[config.mk]
export PLATFORM = sky130hd
export DESIGN_NAME = uart_rx
export DESIGN_NICKNAME = d
export VERILOG_FILES = /design/src/rtl/uart_rx_pkg.sv /design/src/rtl/uart_baud_tick_gen.sv /design/src/rtl/uart_rx.sv
export SDC_FILE = /design/constraint.sdc
export NUM_CORES = 1
export LEC_CHECK = 0
export BUFFER_PORTS_ARGS = -buffer_cell sky130_fd_sc_hd__buf_2
export CAP_MARGIN = 20
export CORE_ASPECT_RATIO = 1.4
export CORE_MARGIN = 4
export CORE_UTILIZATION = 58
export DETAILED_ROUTE_END_ITERATION = 12
export GPL_TIMING_DRIVEN = 0
export PLACE_DENSITY = 0.8
export SYNTH_ARGS = -nofsm -noshare
export SYNTH_HDL_FRONTEND = slang
export SYNTH_HIERARCHICAL = 1
export SYNTH_SLANG_ARGS = --single-unit
[constraint.sdc]
create_clock -name clk -period 3.9 [get_ports clk]
set_clock_uncertainty 0.2 [all_clocks]
set_input_delay 0.195 -clock clk [delete_from_list [all_inputs] [get_ports clk]]
set_output_delay 0.195 -clock clk [all_outputs]
set_load 0.02 [all_outputs]
[src/rtl/uart_rx_pkg.sv]
// Shared types and constants for the UART receive path.
package uart_rx_pkg;

    localparam int unsigned UART_RX_OVS_DEFAULT = 16;

    typedef enum logic [2:0] {
        IDLE,
        START,
        DATA,
        PARITY,
        STOP
    } uart_rx_state_e;

endpackage : uart_rx_pkg

[src/rtl/uart_baud_tick_gen.sv]
// Oversample tick generator: one tick every baud_div_i+1 clocks, held off while clear is high.
module uart_baud_tick_gen #(
    parameter int unsigned DIV_W = 16
) (
    input  logic             clk,
    input  logic             rst_n,
    input  logic             clear,
    input  logic [DIV_W-1:0] baud_div_i,
    output logic             tick_o
);

    logic [DIV_W-1:0] cnt_q;
    logic [DIV_W-1:0] cnt_d;
    logic             hit;

    // Compare against the live divisor so a new value applies at the next compare.
    assign hit    = (cnt_q >= baud_div_i);
    assign tick_o = ~clear & hit;

    always_comb begin
        cnt_d = cnt_q + DIV_W'(1);
        if (clear || hit) begin
            cnt_d = '0;
        end
    end

    always_ff @(posedge clk) begin
        if (!rst_n) begin
            cnt_q <= '0;
        end else begin
            cnt_q <= cnt_d;
        end
    end

endmodule : uart_baud_tick_gen

[src/rtl/uart_rx.sv]
// UART receiver: 16x oversampled deserialiser with a one-byte valid/ready holding register.
// Optional UART_RX_FRAMING_ERR_EN adds framing_error_o and break handling.
module uart_rx
    import uart_rx_pkg::*;
#(
    parameter int unsigned DATA_W = 8,
    parameter int unsigned DIV_W  = 16,
    parameter int unsigned OVS    = UART_RX_OVS_DEFAULT
) (
    input  logic              clk,
    input  logic              rst_n,
    input  logic              rx_i,
    input  logic [DIV_W-1:0]  baud_div_i,
    input  logic              rx_en_i,
    input  logic              parity_en_i,
    input  logic              parity_odd_i,
    output logic [DATA_W-1:0] data_o,
    output logic              data_valid_o,
    input  logic              data_ready_i,
    output logic              parity_error_o,
    output logic              overrun_o,
    output logic              busy_o,
`ifdef UART_RX_FRAMING_ERR_EN
    output logic              framing_error_o,
`endif
    output logic              free_o
);

    localparam int unsigned OVS_W = $clog2(OVS);
    localparam int unsigned BIT_W = $clog2(DATA_W + 1);

    logic [1:0]        sync_q;
    logic              rx_s;
    logic              tick;
    logic              mid;
    logic              deliver;
    logic              accept;

    uart_rx_state_e    state_q, state_d;
    logic [OVS_W-1:0]  ovs_q, ovs_d;
    logic [BIT_W-1:0]  bit_q, bit_d;
    logic [DATA_W-1:0] shift_q, shift_d;
    logic              pflag_q, pflag_d;
    logic [DATA_W-1:0] data_q, data_d;
    logic              valid_q, valid_d;
    logic              perr_q, perr_d;
    logic              ovr_q, ovr_d;
    logic              busy_q, busy_d;
    logic              free_q, free_d;
`ifdef UART_RX_FRAMING_ERR_EN
    logic              ferr_q, ferr_d;
    logic              brk_q, brk_d;
`endif

    assign rx_s = sync_q[1];
    assign mid  = tick & (ovs_q == OVS_W'(OVS / 2 - 1));

    uart_baud_tick_gen #(
        .DIV_W (DIV_W)
    ) u_tick (
        .clk        (clk),
        .rst_n      (rst_n),
        .clear      (state_q == IDLE),
        .baud_div_i (baud_div_i),
        .tick_o     (tick)
    );

    always_comb begin
        state_d = state_q;
        ovs_d   = ovs_q;
        bit_d   = bit_q;
        shift_d = shift_q;
        pflag_d = pflag_q;
        deliver = 1'b0;
`ifdef UART_RX_FRAMING_ERR_EN
        ferr_d  = 1'b0;
        brk_d   = brk_q;
`endif

        if (tick) begin
            ovs_d = ovs_q + OVS_W'(1);
        end

        if (!rx_en_i) begin
            state_d = IDLE;
        end else begin
            case (state_q)
                IDLE: begin
                    ovs_d = '0;
`ifdef UART_RX_FRAMING_ERR_EN
                    if (rx_s) begin
                        brk_d = 1'b0;
                    end
                    if (!rx_s && !brk_q) begin
                        state_d = START;
                    end
`else
                    if (!rx_s) begin
                        state_d = START;
                    end
`endif
                end
                START: begin
                    if (mid) begin
                        bit_d   = '0;
                        pflag_d = 1'b0;
                        state_d = rx_s ? IDLE : DATA;
                    end
                end
                DATA: begin
                    if (mid) begin
                        shift_d = {rx_s, shift_q[DATA_W-1:1]};
                        bit_d   = bit_q + BIT_W'(1);
                        if (bit_q == BIT_W'(DATA_W - 1)) begin
                            state_d = parity_en_i ? PARITY : STOP;
                        end
                    end
                end
                PARITY: begin
                    if (mid) begin
                        pflag_d = (^shift_q) ^ rx_s ^ parity_odd_i;
                        state_d = STOP;
                    end
                end
                STOP: begin
                    if (mid) begin
                        state_d = IDLE;
`ifdef UART_RX_FRAMING_ERR_EN
                        // A low stop bit is treated as a break: drop the frame and wait for idle.
                        if (rx_s) begin
                            deliver = 1'b1;
                        end else begin
                            ferr_d = 1'b1;
                            brk_d  = 1'b1;
                        end
`else
                        deliver = 1'b1;
`endif
                    end
                end
                default: state_d = IDLE;
            endcase
        end
    end

    // Holding register: load, accept, or overrun-drop the completed byte.
    always_comb begin
        data_d  = data_q;
        valid_d = valid_q;
        perr_d  = 1'b0;
        ovr_d   = 1'b0;
        accept  = valid_q & data_ready_i;

        if (accept) begin
            valid_d = 1'b0;
        end
        if (deliver) begin
            if (valid_q && !data_ready_i) begin
                ovr_d = 1'b1;
            end else begin
                data_d  = shift_q;
                valid_d = 1'b1;
                perr_d  = pflag_q;
            end
        end

        busy_d = (state_d != IDLE);
        free_d = (state_d == IDLE) & ~valid_d;
    end

    always_ff @(posedge clk) begin
        if (!rst_n) begin
            sync_q  <= 2'b11;
            state_q <= IDLE;
            ovs_q   <= '0;
            bit_q   <= '0;
            shift_q <= '0;
            pflag_q <= 1'b0;
            data_q  <= '0;
            valid_q <= 1'b0;
            perr_q  <= 1'b0;
            ovr_q   <= 1'b0;
            busy_q  <= 1'b0;
            free_q  <= 1'b1;
`ifdef UART_RX_FRAMING_ERR_EN
            ferr_q  <= 1'b0;
            brk_q   <= 1'b0;
`endif
        end else begin
            sync_q  <= {sync_q[0], rx_i};
            state_q <= state_d;
            ovs_q   <= ovs_d;
            bit_q   <= bit_d;
            shift_q <= shift_d;
            pflag_q <= pflag_d;
            data_q  <= data_d;
            valid_q <= valid_d;
            perr_q  <= perr_d;
            ovr_q   <= ovr_d;
            busy_q  <= busy_d;
            free_q  <= free_d;
`ifdef UART_RX_FRAMING_ERR_EN
            ferr_q  <= ferr_d;
            brk_q   <= brk_d;
`endif
        end
    end

    assign data_o         = data_q;
    assign data_valid_o   = valid_q;
    assign parity_error_o = perr_q;
    assign overrun_o      = ovr_q;
    assign busy_o         = busy_q;
    assign free_o         = free_q;
`ifdef UART_RX_FRAMING_ERR_EN
    assign framing_error_o = ferr_q;
`endif

endmodule : uart_rx

==> summary.md <==
| Metric | Value |
|---|---|
| Critical Path Start Type | `flop` |
| WHS Endpoint | `state_q[0]` |
| Vias in the first global route | `2,128` |
| Gr usage total | `19.04%` |
| Period Utilization, post-route | `77.63%` |
| Post-synthesis async set-or-reset flop share | `0%` |
| Routed Antenna Nets | `0` |
| Layout area overhead | `13.66%` |
| Max Root-Sink Buffers | `2` |
| Worst slew margin | `69.37%` |
| Synth Cell Area | `2785 um2` |
| Final setup margin | `0.8724 ns` |
| Setup Crit Path Kind | `flop to flop` |
| Die X | `66.57 um` |
| CP dominant cell by count | `buf_4` |
| Final core occ | `between 60% and 70%` |
| WP buf/inv | `4` |
| Total wire length | `between 5 and 6 mm` |
| RR Startpoint | `u_tick/cnt_q[11]` |
| Min Hold Slack | `0.03801 ns` |
| Stages on worst setup path | `13` |
| Placed wire-length estimate | `3.947 mm` |
| Top-Level Pins | `36` |
| Residual DRC count | `0` |
| Gpl congestion | `0.8928` |
| Max-cap viol count | `0` |
| # port buffers | `34` |
| Mean post-synth cell area | `9.506 um2` |
| TNS Setup | `0 ns` |
| # fillers | `397` |
| Hold Path Stages | `3` |
| Run status | `complete, no violations` |
| Final setup viols | `0` |
| Wirelength per Cell | `13.19 um` |
| TritonCTS Sinks | `51` |
| Synth Flop Type | `dfxtp_1` |
| Syn Inst Count | `293` |
| Number of DRC markers in iteration 0 | `between 70 and 80` |
| CP max FO | `10` |
| Area of the core | `4608 um2` |
| Final nets | `about 380` |
| Post-synth EDFFs | `0` |
| Vias | `2,124` |
| Layout cells sized above 1 | `21.66%` |
| Static Leak | `approximately 1.3 nW` |
| Die ar. | `roughly 6000 um2` |
| Grt total ovfl | `0` |
| Synth unique cells | `between 50 and 60` |
| Multi-input logic area | `1584 um2` |
| CP max stage delay | `0.43 ns` |
| Storage element area | `~1000 um2` |
| Unrepaired setup endpoints after global routing | `no` |
| Yosys reg bits | `51` |
| Worst path slowest cell | `dfxtp_1` |
| Vias/cell | `5.323` |
| Initial Util | `60.44%` |
| # hold bufs at CTS | `2` |
| Tmin final | `3.028 ns` |
| Worst Path Required | `3.89 ns` |
| Clock tree from TritonCTS | `yes` |
| Post-CTS Setup Bufs | `0` |
| Final Hold Fails | `0` |
| Critical path launch point | `u_tick/cnt_q[11]` |
| Antenna violations before repair | `0` |
| Worst vdd ir | `approximately 0.28 mV` |
| Cell row count | `29` |
| Slew @ Worst Pin | `0.4594 ns` |
| Ys Warns | `6` |
| Clock Tree Root | `clkbuf_8` |
| P per Cell Area | `296.9 nW/um2` |
| Global-route wire length before repair | `9.080 mm` |
| Worst-Skew Late Latency | `0.30 ns` |
| Family with the most delay on the worst path | `compound AO/OA/AOI/OAI gates` |
| Seq/Total Area, Yosys | `36.66%` |
| Critical Path End Type | `flop` |
| Largest net degree at the start of global routing | `17` |
| Diode count | `0` |
| R2R depth | `13` |
| Max Slew Vio Count | `0` |
| DRT Pass-1 Iters | `4` |
| Hold_sp | `parity_en_i` |
| Worst min path class | `input pin to flop` |
| Post-Synthesis Net Count | `around 340` |
| Cell breakdown of the critical path | `ha_1 -> a21oi_1 -> o21ai_0 -> a221o_1 -> buf_2 -> o21ba_2 -> buf_4 -> and4b_1 -> buf_6 -> and3_1 -> buf_4 -> a22oi_1 -> nor2_1` |
| CTS clk-pin slew, worst paths | `about 0.09 ns` |
| FF-to-FF End | `bit_q[1]` |
| Die Height | `89.99 um` |
| Pre-CTS WS | `0.8850 ns` |
| CTS Buf Count | `5` |
| Post-CTS sizing | `0` |
| H-tree Lvls | `2` |
| R2R setup slack | `~0.87 ns` |
| Fmax | `around 330 MHz` |
| CP arrival | `3.01 ns` |
-- cell type report --
cell class,count,area share (%)
repair buffers,36,6.008
multi-input cells,205,50.04
clock inverters,3,1.383
plain buffers,13,2.846
inverters,24,2.846
well taps,62,2.451
flip-flops and latches,51,32.25
clock buffers,5,2.174
-- worst reg2reg max path, cell delays in order, from the launching register on --
cell	delay (ns)
dfxtp_1	0.43
ha_1	0.29
a21oi_1	0.12
o21ai_0	0.09
a221o_1	0.32
buf_2	0.17
o21ba_2	0.22
buf_4	0.15
and4b_1	0.19
buf_6	0.14
and3_1	0.17
buf_4	0.18
a22oi_1	0.19
nor2_1	0.05
-- cells by family after synthesis --
| family | after synthesis | share of synthesized area, % |
|---|---|---|
| and+or+nand+nor | 111 | 24.12 |
| DFF | 51 | 36.66 |
| buffers and inverters | 37 | 6.469 |
| AOI/OAI and AO/OA | 31 | 8.806 |
| xor gates and xnor gates | 26 | 8.940 |
| adders and majority gates | 19 | 8.536 |
| muxes | 18 | 6.469 |
-- per-stage QoR --
| stage | power (mW) | std cells | area, um2 |
|---|---|---|---|
| final | 0.9398 | 399 | 3166 |
| after global routing | 0.9799 | 399 | 3166 |
| after CTS | 0.9475 | 399 | 3166 |
| after detailed placement | 0.5850 | 389 | 3033 |
| after global placement | 0.5833 | 389 | 3033 |
| after floorplan | 0.5663 | 293 | 2785 |
-- placed cells by master (no fill, tap or decap), types with 4 or more instances in the layout --
cell,Yosys,routed
a21oi_1,8,8
buf_2,3,37
clkbuf_8,0,5
dfxtp_1,51,51
ha_1,19,19
inv_1,24,24
mux2i_1,18,18
nand2_1,12,12
nand2b_1,4,4
nand3_1,10,10
nand4_1,9,9
nor2_1,30,30
nor3_1,10,10
nor3_2,9,9
nor4_1,5,5
o21ai_0,5,5
xnor2_1,19,19
xor2_1,5,5
-- registers in the layout (all words and copies together), names as in the netlist --
| name | count |
|---|---|
| u_tick/cnt_q | 16 |
| data_o | 8 |
| shift_q | 8 |
| bit_q | 4 |
| ovs_q | 4 |
| state_q | 3 |
| sync_q | 2 |
| busy_o | 1 |
| data_valid_o | 1 |
| free_o | 1 |
| overrun_o | 1 |
| parity_error_o | 1 |
| pflag_q | 1 |
-- cell usage after synthesis (all sizes together), types with 6 or more instances --
library cell	number	area share, %
xor2	6	2.2
ha	19	8.5
nor2	30	4.0
dfxtp	51	37
buf	9	2.6
nor3	20	5.6
xnor2	19	6.0
nand3	10	1.8
a21oi	8	1.4
nand4	11	3.5
mux2i	18	6.5
nand2	12	1.6
inv	24	3.2
-- report_power, final --
part           switching (mW)  leakage, nW  internal [mW]
clock network           0.175       0.0581          0.191
logic                  0.0272        0.872         0.0233
registers             0.00118        0.411          0.522
total                   0.203         1.34          0.737
-- worst max-delay path by stage --
stage | endpoint | slack (ns)
after floorplan | bit_q[1] | 1.08
after global placement | bit_q[1] | 0.89
after detailed placement | free_o | 0.89
after CTS | bit_q[1] | 0.87
after global routing | free_o | 0.69
final | bit_q[1] | 0.87
-- per-layer routing --
layer | vias up | part of all wire [%] | global-route usage (%)
li1 | 1105 | - | -
met2 | 39 | 53 | 34.35
met5 | - | 0 | 0
met4 | 0 | 1.7 | 7.797
met1 | 973 | 42 | 20.60
met3 | 7 | 3.2 | 4.239
No activity file was read; power rests on OpenSTA's default activity.
